File: src/rtl/bch_seq_decoder.sv
// -----------------------------------------------------------------------------
// bch_seq_decoder
//   Bit-serial BCH(15,7), t=2 decoder over GF(16) (primitive poly x^4+x+1,
//   generator x^8+x^7+x^6+x^4+1). Each frame takes a fixed 32 cycles from the
//   accepting edge to out_valid:
//     SYND  : 15 cycles, Horner evaluation of S1 = r(a) and S3 = r(a^3)
//     SOLVE : 1 cycle, closed-form error locator for t=2
//     CHIEN : 15 root tests of X^2 + L1*X + L2 at X = a^i, plus 1 commit cycle
//     DONE  : results held until out_ready
//
// Ports
//   clk                 sole clock, rising edge
//   rst                 asynchronous active-low reset
//   in_valid/in_ready   input handshake; in_ready high only in IDLE
//   rx_codeword[14:0]   received word, bit i = coefficient of x^i
//   out_valid/out_ready result handshake
//   corrected_codeword  rx XOR error_vector
//   message_out[6:0]    corrected_codeword[14:8]
//   error_vector[14:0]  one bit per corrected position
//   syndrome1/3[3:0]    S1, S3 of the received word
//   num_errors[1:0]     corrected error count
//   uncorrectable       decode failure flag
//
// Optional feature (macro BCH_DEC_STATS_EN):
//   cnt_corrected[15:0] handshakes delivering num_errors > 0 (saturating)
//   cnt_uncorr[15:0]    handshakes delivering uncorrectable = 1 (saturating)
// -----------------------------------------------------------------------------
module bch_seq_decoder (
   input  logic        clk,
   input  logic        rst,
   input  logic        in_valid,
   output logic        in_ready,
   input  logic [14:0] rx_codeword,
   output logic        out_valid,
   input  logic        out_ready,
   output logic [14:0] corrected_codeword,
   output logic [6:0]  message_out,
   output logic [14:0] error_vector,
   output logic [3:0]  syndrome1,
   output logic [3:0]  syndrome3,
   output logic [1:0]  num_errors,
   output logic        uncorrectable
`ifdef BCH_DEC_STATS_EN
   ,
   output logic [15:0] cnt_corrected,
   output logic [15:0] cnt_uncorr
`endif
);

   typedef enum logic [2:0] {
      S_IDLE,
      S_SYND,
      S_SOLVE,
      S_CHIEN,
      S_DONE
   } state_t;

   // ---------------------------------------------------------------- GF(16)
   // Multiply by alpha: shift left, reduce x^4 = x + 1.
   function automatic logic [3:0] gf_xa(input logic [3:0] a);
      return {a[2:0], 1'b0} ^ {2'b00, a[3], a[3]};
   endfunction

   function automatic logic [3:0] gf_mul(input logic [3:0] a, input logic [3:0] b);
      logic [3:0] p;
      logic [3:0] x;
      p = 4'h0;
      x = a;
      for (int k = 0; k < 4; k++) begin
         if (b[k]) p = p ^ x;
         x = gf_xa(x);
      end
      return p;
   endfunction

   // Inverse by table: a^k -> a^(15-k). Zero maps to zero (never used).
   function automatic logic [3:0] gf_inv(input logic [3:0] a);
      logic [3:0] r;
      case (a)
         4'h1: r = 4'h1;
         4'h2: r = 4'h9;
         4'h4: r = 4'hD;
         4'h8: r = 4'hF;
         4'h3: r = 4'hE;
         4'h6: r = 4'h7;
         4'hC: r = 4'hA;
         4'hB: r = 4'h5;
         4'h5: r = 4'hB;
         4'hA: r = 4'hC;
         4'h7: r = 4'h6;
         4'hE: r = 4'h3;
         4'hF: r = 4'h8;
         4'hD: r = 4'h4;
         4'h9: r = 4'h2;
         default: r = 4'h0;
      endcase
      return r;
   endfunction

   // ---------------------------------------------------------------- state
   state_t      r_state;
   logic [3:0]  r_cnt;
   logic [14:0] r_rx;
   logic [14:0] r_shift;     // MSB-first copy consumed during SYND
   logic [3:0]  r_s1;
   logic [3:0]  r_s3;
   logic [3:0]  r_lam1;
   logic [3:0]  r_lam2;
   logic [1:0]  r_deg;
   logic        r_fail;      // S1=0, S3!=0: no valid locator exists
   logic [3:0]  r_alpha_i;   // a^i for current Chien position
   logic [3:0]  r_alpha_2i;  // a^(2i)
   logic [14:0] r_err;
   logic [1:0]  r_roots;

   logic        r_out_valid;
   logic [14:0] r_corr;
   logic [14:0] r_evec;
   logic [3:0]  r_syn1;
   logic [3:0]  r_syn3;
   logic [1:0]  r_nerr;
   logic        r_unc;

`ifdef BCH_DEC_STATS_EN
   logic [15:0] r_cnt_corr;
   logic [15:0] r_cnt_unc;
`endif

   // ---------------------------------------------------------------- datapath
   logic [3:0] w_s1_cube;
   logic [3:0] w_lam2;
   logic [3:0] w_chien_eval;
   logic       w_bad;
   logic [3:0] w_bit;

   assign w_bit        = {3'b000, r_shift[14]};
   assign w_s1_cube    = gf_mul(gf_mul(r_s1, r_s1), r_s1);
   assign w_lam2       = gf_mul(r_s3 ^ w_s1_cube, gf_inv(r_s1));
   assign w_chien_eval = r_alpha_2i ^ gf_mul(r_lam1, r_alpha_i) ^ r_lam2;
   // A locator whose root count disagrees with its degree means more than
   // two errors; the frame is reported uncorrectable and left untouched.
   assign w_bad        = r_fail | (r_roots != r_deg);

   // ---------------------------------------------------------------- FSM
   always_ff @(posedge clk or negedge rst) begin
      if (!rst) begin
         r_state     <= S_IDLE;
         r_cnt       <= 4'd0;
         r_rx        <= 15'd0;
         r_shift     <= 15'd0;
         r_s1        <= 4'h0;
         r_s3        <= 4'h0;
         r_lam1      <= 4'h0;
         r_lam2      <= 4'h0;
         r_deg       <= 2'd0;
         r_fail      <= 1'b0;
         r_alpha_i   <= 4'h1;
         r_alpha_2i  <= 4'h1;
         r_err       <= 15'd0;
         r_roots     <= 2'd0;
         r_out_valid <= 1'b0;
         r_corr      <= 15'd0;
         r_evec      <= 15'd0;
         r_syn1      <= 4'h0;
         r_syn3      <= 4'h0;
         r_nerr      <= 2'd0;
         r_unc       <= 1'b0;
`ifdef BCH_DEC_STATS_EN
         r_cnt_corr  <= 16'd0;
         r_cnt_unc   <= 16'd0;
`endif
      end else begin
         case (r_state)
            S_IDLE: begin
               if (in_valid) begin
                  r_rx    <= rx_codeword;
                  r_shift <= rx_codeword;
                  r_s1    <= 4'h0;
                  r_s3    <= 4'h0;
                  r_cnt   <= 4'd0;
                  r_state <= S_SYND;
               end
            end

            S_SYND: begin
               // Horner step, bit 14 first: S = S*a^k + r_i
               r_s1    <= gf_xa(r_s1) ^ w_bit;
               r_s3    <= gf_xa(gf_xa(gf_xa(r_s3))) ^ w_bit;
               r_shift <= {r_shift[13:0], 1'b0};
               if (r_cnt == 4'd14) begin
                  r_cnt   <= 4'd0;
                  r_state <= S_SOLVE;
               end else begin
                  r_cnt <= r_cnt + 4'd1;
               end
            end

            S_SOLVE: begin
               r_fail <= 1'b0;
               if (r_s1 == 4'h0) begin
                  r_lam1 <= 4'h0;
                  r_lam2 <= 4'h0;
                  r_deg  <= 2'd0;
                  r_fail <= (r_s3 != 4'h0);
               end else if (r_s3 == w_s1_cube) begin
                  r_lam1 <= r_s1;
                  r_lam2 <= 4'h0;
                  r_deg  <= 2'd1;
               end else begin
                  r_lam1 <= r_s1;
                  r_lam2 <= w_lam2;
                  r_deg  <= 2'd2;
               end
               r_alpha_i  <= 4'h1;
               r_alpha_2i <= 4'h1;
               r_err      <= 15'd0;
               r_roots    <= 2'd0;
               r_cnt      <= 4'd0;
               r_state    <= S_CHIEN;
            end

            S_CHIEN: begin
               if (r_cnt != 4'd15) begin
                  if (w_chien_eval == 4'h0) begin
                     r_err   <= r_err | (15'd1 << r_cnt);
                     r_roots <= r_roots + 2'd1;
                  end
                  r_alpha_i  <= gf_xa(r_alpha_i);
                  r_alpha_2i <= gf_xa(gf_xa(r_alpha_2i));
                  r_cnt      <= r_cnt + 4'd1;
               end else begin
                  // Commit cycle: all 15 positions have been tested.
                  r_unc       <= w_bad;
                  r_evec      <= w_bad ? 15'd0 : r_err;
                  r_nerr      <= w_bad ? 2'd0 : r_roots;
                  r_corr      <= w_bad ? r_rx : (r_rx ^ r_err);
                  r_syn1      <= r_s1;
                  r_syn3      <= r_s3;
                  r_out_valid <= 1'b1;
                  r_cnt       <= 4'd0;
                  r_state     <= S_DONE;
               end
            end

            S_DONE: begin
               if (out_ready) begin
                  r_out_valid <= 1'b0;
                  r_state     <= S_IDLE;
`ifdef BCH_DEC_STATS_EN
                  if (r_nerr != 2'd0 && r_cnt_corr != 16'hFFFF)
                     r_cnt_corr <= r_cnt_corr + 16'd1;
                  if (r_unc && r_cnt_unc != 16'hFFFF)
                     r_cnt_unc <= r_cnt_unc + 16'd1;
`endif
               end
            end

            default: r_state <= S_IDLE;
         endcase
      end
   end

   // in_ready is held low while reset is asserted even though the state is IDLE.
   assign in_ready           = rst & (r_state == S_IDLE);
   assign out_valid          = r_out_valid;
   assign corrected_codeword = r_corr;
   assign message_out        = r_corr[14:8];
   assign error_vector       = r_evec;
   assign syndrome1          = r_syn1;
   assign syndrome3          = r_syn3;
   assign num_errors         = r_nerr;
   assign uncorrectable      = r_unc;
`ifdef BCH_DEC_STATS_EN
   assign cnt_corrected      = r_cnt_corr;
   assign cnt_uncorr         = r_cnt_unc;
`endif

endmodule

File: config.mk
export PLATFORM = sky130hd
export DESIGN_NAME = bch_seq_decoder
export DESIGN_NICKNAME = d
export VERILOG_FILES = /design/src/rtl/bch_seq_decoder.sv
export SDC_FILE = /design/constraint.sdc
export NUM_CORES = 1
export LEC_CHECK = 0
export BUFFER_PORTS_ARGS = -buffer_cell sky130_fd_sc_hd__buf_4
export CORE_AREA = 2 2 112 114
export DETAILED_ROUTE_END_ITERATION = 16
export DIE_AREA = 0 0 114 116
export GPL_TIMING_DRIVEN = 0
export PLACE_DENSITY = 0.74
export SLEW_MARGIN = 30
export SYNTH_ARGS = -nofsm -noshare
export SYNTH_HDL_FRONTEND = slang
export SYNTH_SLANG_ARGS = --single-unit
File: constraint.sdc
create_clock -name clk -period 3.3 [get_ports clk]
set_input_delay 0.66 -clock clk [delete_from_list [all_inputs] [get_ports clk]]
set_output_delay 0.66 -clock clk [all_outputs]
set_load 0.005 [all_outputs]
# After elaboration in Yosys (flattened, before gate mapping)
# Memory sizes are Yosys's and may differ from the RTL's.
# Index checks and enable logic that the tools add are counted.
# totals
ff_bits,123
romBits,64
input_bits,19
output_inout_bits,50
wordCells,146
memories,1
# op_classes
add_sub_neg,2
eq_ne,14
shift,1
muxes,51
n_bitwise,40
reduce_logical,16
# mem_list
memory,words,width,read_ports,rd_ports_with_merged_regs,write_ports,line_no,source
(no name shown),16,4,1,0,0,79,case (a)
# op_table
operator,n
4-bit 2-to-1 mux,24
15-bit 2-to-1 mux,5
4-bit by 2-bit XOR with 4-bit output,18
15-bit one-hot mux with 2 select lines,2
4-bit XOR,15
4-bit one-hot mux with 2 select lines,4
4-bit one-hot mux with 4 select lines,1
15-bit bitwise OR,1
3-bit one-hot mux with 5 select lines,1
"1-bit by 4-bit << shifter with 15-bit output, first input constant",1
15-bit XOR,1
3-bit 2-to-1 mux,4
"2-bit inequality test, second input constant",6
2-bit 2-to-1 mux,5
2-bit AND reduction,5
4-bit logical NOT,2
4-bit nonzero test,2
4-bit by 1-bit XOR with 4-bit output,2
"3-bit by 2-bit equality test with 1-bit output, second input constant",2
3-bit AND reduction,2
2-bit nonzero test,3
"4-bit by 1-bit adder with 4-bit output, second input constant",1
4-bit equality test,1
"4-bit equality test, second input constant",1
other kinds (13),15

# Depth between registers and ports, before layout
# Gate-level depths: netlist of the first run.
# logic_depth
word_depth,24
ltp_mapped,12
ltp_nobuf,11

# Worst setup path after synthesis of the first run
# Ideal clock, no wire load.
# synth_path
kind,reg-to-reg
from,register r_s1[0]
to,register r_lam2[1]
setup_time_ps,121
arrival_time_ps,2839
slack_ps,340
stages_incl_launch_ff,13
synth_period_minus_slack_ps,2960
cell_sequence,dfrtp_1 ha_1 buf_4 nand2_1 o22ai_1 o21ai_0 o21ai_4 xnor2_4 ha_1 inv_1 nor2_1 xor3_1 a32o_2
# synth_between
elab_chain_len,24
elab_cells_between_ends,36
# synth_lines
item,line_no,source
"start, declared",105,logic [3:0] r_s1;
"start signal, assigned",187,r_s1 <= gf_xa(r_s1) ^ w_bit;
4-bit 2-to-1 mux / 4-bit by 2-bit XOR with 4-bit output (equally long branches),"70, 61",
4-bit XOR,70,if (b[k]) p = p ^ x;
4-bit 2-to-1 mux,70,
4-bit XOR,70,
4-bit 2-to-1 mux,70,
4-bit XOR,70,
4-bit 2-to-1 mux,70,
4-bit 2-to-1 mux / 4-bit by 2-bit XOR with 4-bit output (equally long branches),"70, 61",
[... 8 more ...],n/a,
4-bit XOR,70,
4-bit 2-to-1 mux,70,
4-bit XOR,70,
4-bit 2-to-1 mux,70,
4-bit XOR,70,
4-bit 2-to-1 mux,70,
4-bit 2-to-1 mux,205,end else if (r_s3 == w_s1_cube) begin
4-bit 2-to-1 mux (*),200,if (r_s1 == 4'h0) begin
"end signal, assigned",211,r_lam2 <= w_lam2;
"end, declared",108,logic [3:0] r_lam2;
# Mark *: on every way between the ends. The rest lies on a longest branch, timed or not.
# A chain may end at the register's enable or synchronous reset.

# Final worst setup path of the first run
# Ends and elaborated chain as after synthesis.

==> results.ini, run 1 <==
[run_status]
outcome=complete, no violations

[floorplan]
rows=40
die_w_um=114
pin_count=69
die_h_um=116
die_area_um2=13200
coreArea_um2=11900
initial_utilization=0.540

[placed_design]
port_buffers=68
place_congestion=0.863
post_dp_cell_area_um2=7170
hpwlAfterDp_um=11200

[sta]
worst_pin_slew_ns=0.932
hold_viol_final=0
slew_viol_final=0
max_freq_mhz=321
setup_viol=0
whs_ns=0.101
min_period_ns=3.12
period_share=0.945
fin_skew_ns=0.00486
slew_headroom=0.374

[critical_path]
criticalPathCategory=flop to flop
cpPeakStageDelay_ns=0.46
r2r_slack_ns=0.18
critPathBufInv=1
reg2reg_from=r_s1[0]
r2r_cells=11
required_ns=3.60
arrival_ns=3.42
critPathLaunchType=flop
r2r-end=r_lam2[1]
end_kind=flop
crit_chain=ha_1 -> buf_6 -> and2_4 -> or3_1 -> mux2i_1 -> xnor2_1 -> xnor2_2 -> mux2i_1 -> o22ai_2 -> xor3_1 -> a32o_2
crit_slowest_cell=dfrtp_2
critPathTopFamily=XOR/XNOR gates
cpMostUsedCell=mux2i_1
cp_max_fo=9

[yosys]
synth_top_area_frac=0.470
yosys.area.top_type=dfrtp_1
synth.distinct_cells=57
netlist_instances=699
synth_common_cells=175 x nand2_1, 121 x dfrtp_1, 62 x o21ai_0
synthesis.area_um2=6440
yosysMostFrequentCell=nand2_1
ys_async_sr_fraction=1.00
syn_area_per_cell_um2=9.21
syn-num-nets=735
synth_edf_count=0
synth-seq-cells=123
yosysSeqAreaShare=0.479
synthFlopType=dfrtp_1
yosys-top-cells-area=dfrtp_1 47%, nand2_1 10%, xnor2_1 5.0%
ys_warn_count=0

[global_routing]
grt_pass1_wl_um=25500
busiest_layer=met2
grt_pass1_vias=5109
antenna_found_initial=0
grt_usage=0.250
grt-ovfl-total=0
met2_usage=0.401
use_met1=0.343
use_met3=0.0617
grt_max_degree=92

[final_layout]
final_nets=828
drive_gt1_frac=0.185
final_cell_area_um2=7880
diodes=0
area_delta_synth_final_pct=22.4

[cts]
clockBufferDepth=2
root_buffer=clkbuf_16
cts_max_level=4
clock-sinks=123
clock_latency_ns=0.41
cts_made_buffers=17
clkSlewWorstSetupHoldPaths_ns=0.06
cts_tree=built

[power]
p_per_area_nw_per_um2=1160
power.total_uw=9170
ir_drop_mv=0.727
p_leak_uw=0.00372

[detailed_routing]
drt-vias-per-instance=5.52
num_vias=5253
wirelength_um=15600
drt_first_pass_iters=6
final_antenna_net_count=0
drc_errors=0
wl_per_cell_um=16.4
drt_iter0_drc=406

[min_path]
hold_class=input port to async pin

[run]
maxCapViolations=0

==> state kept, by name, indices dropped and copies added (netlist names), 15 cells and up <==
| signal | count |
|---|---|
| error_vector | 15 |
| r_err | 15 |
| r_shift | 15 |
| r_rx | 15 |
| corrected_codeword | 15 |
==> kinds of logic after synthesis <==
logic type               count (synthesis)  synth area share
multiplexers                             9            0.0161
buffers and inverters                   63            0.0455
AND/OR/NAND/NOR                        267             0.172
AO/OA/AOI/OAI                          150             0.145
XOR/XNOR                                70             0.110
flip-flops                             123             0.479
adder cells (fa/ha/maj)                 17            0.0330
==> where the power goes <==
group          switching [µW]  internal (µW)
Combinational            2610           2310
Clock                     671           1300
Sequential                347           1940
==> area by class of cell <==
class                      instances  area (µm²)
fill                             973        4030
inverter                          13        48.8
clock inverter                    11         168
sequential                       123        3080
tap                              147         184
timing repair buffer              74         583
buffer                            50         244
multi-input combinational        513        3110
clock buffer                      21         460
==> worst max path at each step <==
stage / startpoint / endpoint / cells past startpoint
floorplan: r_s1[0] / r_lam2[1] / 12
global placement: r_s1[0] / r_lam2[1] / 11
detailed placement: r_s1[0] / r_lam2[1] / 12
CTS: r_s1[0] / r_lam2[1] / 12
global route: r_s1[0] / r_lam2[1] / 11
finish: r_s1[0] / r_lam2[1] / 11
==> routing by layer <==
layer | vias up | routed length (µm)
li1 | 2518 | -
met1 | 2574 | 7110
met2 | 138 | 7520
met3 | 23 | 670
met4 | 0 | 264
met5 | - | 0
==> what timing repair did <==
item	4_1_cts	5_1_grt
setup endpoints to repair	0	2
resized for setup	0	8
setup buffers	0	5
hold buffers	0	0
==> metrics by stage <==
| stage | util | setup TNS, ns | setup slack, ns | instances |
|---|---|---|---|---|
| after floorplan | - | 0 | 0.340 | 699 |
| after global placement | 0.599 | 0 | 0.0893 | 914 |
| after detailed placement | 0.602 | 0 | 0.0257 | 915 |
| after CTS | 0.654 | 0 | 0.00871 | 947 |
| after global routing | 0.661 | -0.0103 | -0.0103 | 952 |
| final | 0.661 | 0 | 0.181 | 952 |
==> cells in the final DEF, fill, tap and decap left out, types with 4 or more instances in the layout <==
cell,synthesis,layout
a21oi_1,22,22
a22o_1,6,6
a22oi_1,17,17
a31oi_1,12,11
buf_2,6,6
buf_4,9,81
bufinv_16,0,4
clkbuf_1,33,35
clkbuf_16,0,17
dfrtp_1,121,120
ha_1,17,16
inv_1,12,12
mux2i_1,7,7
nand2_1,175,175
nand2b_1,6,6
nand3_1,10,10
nor2_1,48,48
nor2b_1,8,8
o21ai_0,62,61
o21ai_1,3,4
o31ai_1,6,6
xnor2_1,37,36
xnor2_2,6,7
xor2_1,24,24
No activity file was read; power rests on OpenSTA's default activity.
==> inputs of run 2 (changes only) <==
--- a/config.mk
+++ b/config.mk
@@ -6,11 +6,13 @@
 export NUM_CORES = 1
 export LEC_CHECK = 0
 export BUFFER_PORTS_ARGS = -buffer_cell sky130_fd_sc_hd__buf_4
-export CORE_AREA = 2 2 112 114
+export CELL_PAD_IN_SITES_DETAIL_PLACEMENT = 0
+export CELL_PAD_IN_SITES_GLOBAL_PLACEMENT = 1
+export CORE_AREA = 2 2 123 125
 export DETAILED_ROUTE_END_ITERATION = 16
-export DIE_AREA = 0 0 114 116
+export DIE_AREA = 0 0 125 127
 export GPL_TIMING_DRIVEN = 0
-export PLACE_DENSITY = 0.74
+export PLACE_DENSITY_LB_ADDON = 0.1
 export SLEW_MARGIN = 30
 export SYNTH_ARGS = -nofsm -noshare
 export SYNTH_HDL_FRONTEND = slang
==> constraint.sdc (replaced) <==
create_clock -name clk -period 3 [get_ports clk]
set_input_delay 0.6 -clock clk [delete_from_list [all_inputs] [get_ports clk]]
set_output_delay 0.6 -clock clk [all_outputs]
set_load 0.005 [all_outputs]
==> run 2 against run 1 <==
Against the previous run: critical path depth unchanged; non-clock buffer count is 9 higher; first-iteration DRC count up 0.74%; sequential share of layout area decreased by 0.60 points; sequential power rose by 10%; power rose by 11%; clock power is 2% lower; via count fell by 1.9%; setup slack got worse by 0.085 ns; critical path type unchanged; critical endpoint unchanged.
==> results.ini, run 2 (synthesis gave the netlist of run 1 again) <==
[run_status]
outcome=complete, no violations

[critical_path]
cpMostUsedCell=mux2i_1
crit_slowest_cell=dfrtp_2
criticalPathCategory=flop to flop
r2r-end=r_lam2[1]
endpoint=r_lam2[1]
end_kind=flop
critPathLaunchType=flop
r2r_cells=11
cp_max_fo=5
cp-startpoint=r_s1[3]
crit_chain=ha_4 -> buf_4 -> xnor2_4 -> mux2i_1 -> o21a_1 -> a21oi_1 -> xnor2_2 -> mux2i_1 -> o22ai_2 -> xor3_1 -> a32o_2
reg2reg_from=r_s1[3]
arrival_ns=3.20
r2r_slack_ns=0.1
required_ns=3.30
cpPeakStageDelay_ns=0.46

[global_routing]
grt_pass1_vias=5101
grt_pass1_wl_um=27100
grt_max_degree=79
grt_usage=0.215
antenna_found_initial=0
grt-ovfl-total=0

[power]
ir_drop_mv=0.729
p_per_area_nw_per_um2=1270
p_leak_uw=0.00373
power.total_uw=10200

[cts]
cts_tree=built
cts_made_buffers=17
root_buffer=clkbuf_16
clock_latency_ns=0.42
clkSlewWorstSetupHoldPaths_ns=0.06
clockBufferDepth=2
cts_max_level=4
clock-sinks=123

[detailed_routing]
drc_errors=0
drt_first_pass_iters=5
final_antenna_net_count=0
drt_iter0_drc=409
drt-vias-per-instance=5.16
wirelength_um=16300
num_vias=5152
wl_per_cell_um=16.3

[final_layout]
final_cell_area_um2=8000
finalNonFillerCells=998
diodes=0
final_nets=837
layout_common_cells=175 x nand2_1, 119 x dfrtp_1, 90 x buf_4, 59 x o21ai_0, 47 x nor2_1
final_common_cell=nand2_1
area_delta_synth_final_pct=24.3
drive_gt1_frac=0.209

[sta]
setup_viol=0
max_freq_mhz=344
worst_pin_slew_ns=0.683
fin_skew_ns=0.00943
min_period_ns=2.90
slew_viol_final=0
period_share=0.968
hold_viol_final=0
whs_ns=0.0658
slew_headroom=0.541

[floorplan]
coreArea_um2=14400
die_area_um2=15900
initial_utilization=0.446
rows=44
die_w_um=125
pin_count=69
die_h_um=127

[min_path]
hold_class=input port to async pin

[placed_design]
port_buffers=68
hpwlAfterDp_um=11900
place_congestion=0.863
post_dp_cell_area_um2=7210
dp_cells=952

[run]
maxCapViolations=0

[run 2: cell count changes in the layout (fill, tap and decap cells not counted), moves of 2 or more]
cell        change
a21oi_1         -3
a21oi_2         +3
buf_4           +9
clkinvlp_4      +5
inv_6           +2
bufinv_16       -3
o21ai_0         -2
clkbuf_1        -2
ha_4            +2
ha_1            -2
[run 2: layout make-up]
type | instances | area [µm²]
Fill cell | 1353 | 6420
Inverter | 13 | 52.6
Sequential cell | 123 | 3080
Multi-Input combinational cell | 513 | 3180
Clock inverter | 13 | 120
Tap cell | 184 | 230
Timing Repair Buffer | 84 | 658
Buffer | 49 | 238
Clock buffer | 19 | 443
[run 2: routing by layer]
metal | track usage | up-vias | share of wire
met5 | 0 | - | 0
met1 | 0.309 | 2496 | 0.49
met2 | 0.333 | 96 | 0.46
met3 | 0.0406 | 20 | 0.030
li1 | - | 2540 | -
met4 | 0.0693 | 0 | 0.014
[run 2: power by group]
group | internal [µW] | leakage (µW) | switching (µW)
clock | 1160 | 0.000258 | 764
combinational | 2740 | 0.00185 | 2970
sequential | 2130 | 0.00163 | 389
total | 6040 | 0.00373 | 4120
[run 2: stage by stage]
stage | setup TNS (ns) | util | setup slack (ns)
after floorplan | 0 | - | 0.0396
after global placement | -0.383 | 0.498 | -0.213
after detailed placement | -0.466 | 0.500 | -0.234
after CTS | 0 | 0.546 | 0.0129
after global routing | -0.0523 | 0.555 | -0.0493
final | 0 | 0.555 | 0.0960
[run 2: worst min path at each step]
stage	startpoint	end	slack, ns	cells past startpoint
2_1_floorplan	rst	corrected_codeword[0]	0.30	0
6_report	rst	error_vector[4]	0.07	1
3_5_place_dp	r_shift[13]	r_shift[13]	0.46	2
3_3_place_gp	r_shift[7]	r_shift[7]	0.45	2
5_1_grt	rst	r_err[7]	0.08	1
4_1_cts	rst	error_vector[4]	0.07	1
[run 2: critical path: cells and delay by family, from the launching register on]
kind | cells | cell delay, ns
flip-flops | 1 | 0.46
buffers and inverters | 1 | 0.15
adder cells (fa/ha/maj) | 1 | 0.28
XOR/XNOR | 3 | 0.92
multiplexers | 2 | 0.34
AO/OA/AOI/OAI | 4 | 0.64
[run 2: what timing repair did]
action	4_1_cts	5_1_grt
setup endpoints to repair	2	12
gates resized for setup	11	16
setup buffers	4	11
hold buffers	0	0
pin swaps	5	18
==> inputs of run 3 (changes only) <==
--- a/config.mk
+++ b/config.mk
@@ -5,12 +5,13 @@
 export SDC_FILE = /design/constraint.sdc
 export NUM_CORES = 1
 export LEC_CHECK = 0
+export ABC_AREA = 1
 export BUFFER_PORTS_ARGS = -buffer_cell sky130_fd_sc_hd__buf_4
 export CELL_PAD_IN_SITES_DETAIL_PLACEMENT = 0
 export CELL_PAD_IN_SITES_GLOBAL_PLACEMENT = 1
-export CORE_AREA = 2 2 123 125
+export CORE_AREA = 2 2 127 129
 export DETAILED_ROUTE_END_ITERATION = 16
-export DIE_AREA = 0 0 125 127
+export DIE_AREA = 0 0 129 131
 export GPL_TIMING_DRIVEN = 0
 export PLACE_DENSITY_LB_ADDON = 0.1
 export SLEW_MARGIN = 30
==> run 3 against run 2 <==
Against the previous run: clock power rose by 5%; global-route usage rose by 0.49 points; register-to-register slack improved by 0.11 ns; via count rose by 11%; critical path type unchanged; critical endpoint is now r_lam2[2].
==> results.ini, run 3 <==
[run_status]
outcome=complete, no violations

[critical_path]
criticalPathCategory=flop to flop
crit_slowest_cell=dfrtp_2
end_kind=flop
cpPeakStageDelay_ns=0.46
reg2reg_from=r_s1[0]
required_ns=3.31
cp_max_fo=6
r2r-end=r_lam2[2]
cpMostUsedCell=nand2_1
crit_chain=buf_4 -> ha_1 -> nand2_1 -> nand3_2 -> nand2_4 -> nand2_1 -> nand2_1 -> nand3b_1 -> nand2_2 -> clkinv_1 -> nand3_4 -> nand2_4 -> ha_4 -> inv_1 -> nor2_2 -> nand4_1 -> nand2_1 -> nand3_1 -> nand3_1 -> nand2_1
r2r_cells=20
critPathLaunchType=flop
r2r_slack_ns=0.21
arrival_ns=3.10

[cts]
clock-sinks=123
clockBufferDepth=2
clkSlewWorstSetupHoldPaths_ns=0.06
cts_max_level=4
clock_latency_ns=0.42
cts_made_buffers=17
hold_buffers=0
cts_tree=built
root_buffer=clkbuf_16

[power]
intPower_uw=4940
p_per_area_nw_per_um2=1120
p_sw_uw=4270
pwr-share-clk=0.220
p_leak_uw=0.00423
swShare=0.464
ir_drop_mv=0.481
pwr-share-comb=0.511
power.share.sequential=0.269

[global_routing]
grt_pass1_wl_um=28600
antenna_found_initial=0
grt-ovfl-total=0
grt_max_degree=79
grt_usage=0.220
grt_pass1_vias=5485

[yosys]
synthesis.area_um2=6720
synth-seq-cells=123
ys_async_sr_fraction=1.00
ys_warn_count=0
synth.distinct_cells=37
syn_area_per_cell_um2=7.87
syn-num-nets=890
synth_edf_count=0
yosysMostFrequentCell=nand2_1
yosysSeqAreaShare=0.458
yosys-top-cells-area=dfrtp_1 45%, nand2_1 17%, inv_1 4.2%
yosys.area.top_type=dfrtp_1
netlist_instances=854
synthFlopType=dfrtp_1
synth_common_cells=311 x nand2_1, 121 x dfrtp_1, 75 x inv_1
synth_top_area_frac=0.450

[sta]
min_period_ns=2.79
slew_headroom=0.504
setup-tns-final_ns=0
max_freq_mhz=358
hold_viol_final=0
period_share=0.931
setup_viol=0
worst_pin_slew_ns=0.739
slew_viol_final=0
fin_skew_ns=0.00763

[final_layout]
area_delta_synth_final_pct=22.4
layout_common_cells=310 x nand2_1, 119 x dfrtp_1, 83 x buf_4, 75 x inv_1, 54 x o21ai_0
fillers=1556
post-route-util=0.528
final_nets=986
final_common_cell=nand2_1
final_cell_area_um2=8230
drive_gt1_frac=0.191
diodes=0

[detailed_routing]
wirelength_um=17700
wl_per_cell_um=15.0
num_vias=5738
drt_first_pass_iters=5
drt-vias-per-instance=4.87
drt_iter0_drc=442
drc_errors=0
final_antenna_net_count=0

[placed_design]
port_buffers=68
post_dp_cell_area_um2=7540
hpwlAfterDp_um=13000
place_congestion=0.870

[floorplan]
pin_count=69
coreArea_um2=15600
die_h_um=131
initial_utilization=0.431
die_w_um=129
rows=46
die_area_um2=16900

[min_path]
hold_class=input port to async pin

[run]
maxCapViolations=0

-- run 3: area by class of cell --
type	instances	area [µm²]	share of cell area
Tap cell	216	270	0.0328
Buffer	34	200	0.0243
Sequential cell	123	3080	0.375
Multi-Input combinational cell	609	3160	0.384
Timing Repair Buffer	77	606	0.0736
Inverter	88	335	0.0407
Clock inverter	15	153	0.0185
Clock buffer	17	425	0.0517
-- run 3: timing repair --
item,4_1_cts,5_1_grt
hold endpoints to repair,0,0
gates resized for setup,1,8
endpoints found under the setup margin,1,4
pin swaps,0,2
buffers inserted,0,8
-- run 3: cells by family after synthesis --
logic type / share of synthesized area
xor+xnor: 0.0573
flops: 0.458
compound gates: 0.0947
simple gates: 0.278
buf+inv: 0.0797
fa+ha+maj: 0.0316
-- run 3: stage by stage --
stage	instances	setup WS, ns	hold WS [ns]	total power, µW
6_report	1179	0.208	0.0626	9210
5_1_grt	1179	-0.0119	0.0862	10000
3_3_place_gp	1138	-0.0104	0.465	6860
2_1_floorplan	854	0.363	0.304	5870
4_1_cts	1171	0.0150	0.0697	9040
3_5_place_dp	1139	-0.0444	0.467	6970
-- run 3: power groups by stage --
stage               Combinational [µW]  Clock (µW)  Sequential, µW
floorplan                         3470           0            2400
detailed placement                4460           0            2510
CTS                               4490        2060            2490
finish                            4700        2030            2480
global route                      5360        2140            2540
global placement                  4360           0            2500
-- run 3: worst max-delay path: cells and delay by family, from the launching register on --
kind	cells	cell delay, ns
adders and majority gates	2	0.48
buffers and inverters	3	0.31
DFF	1	0.46
and+or+nand+nor	15	1.41
-- run 3: metal layers --
layer | track usage | wire length [µm] | up-vias | share of wire
met5 | 0 | 0 | - | 0
met3 | 0.0493 | 743 | 18 | 0.042
met1 | 0.326 | 8870 | 2722 | 0.50
met4 | 0.0499 | 176 | 0 | 0.0099
li1 | - | - | 2896 | -
met2 | 0.330 | 7920 | 102 | 0.45
-- run 3: worst max path at each step --
stage / startpoint / endpoint / slack (ns) / cells after the start
2_1_floorplan: r_s1[0] / r_lam2[2] / 0.36 / 20
3_3_place_gp: r_s1[0] / r_lam2[2] / -0.01 / 20
3_5_place_dp: r_s1[0] / r_lam2[2] / -0.04 / 20
4_1_cts: r_s1[0] / r_lam2[2] / 0.01 / 20
5_1_grt: r_s1[0] / r_lam2[2] / -0.01 / 20
6_report: r_s1[0] / r_lam2[2] / 0.21 / 20
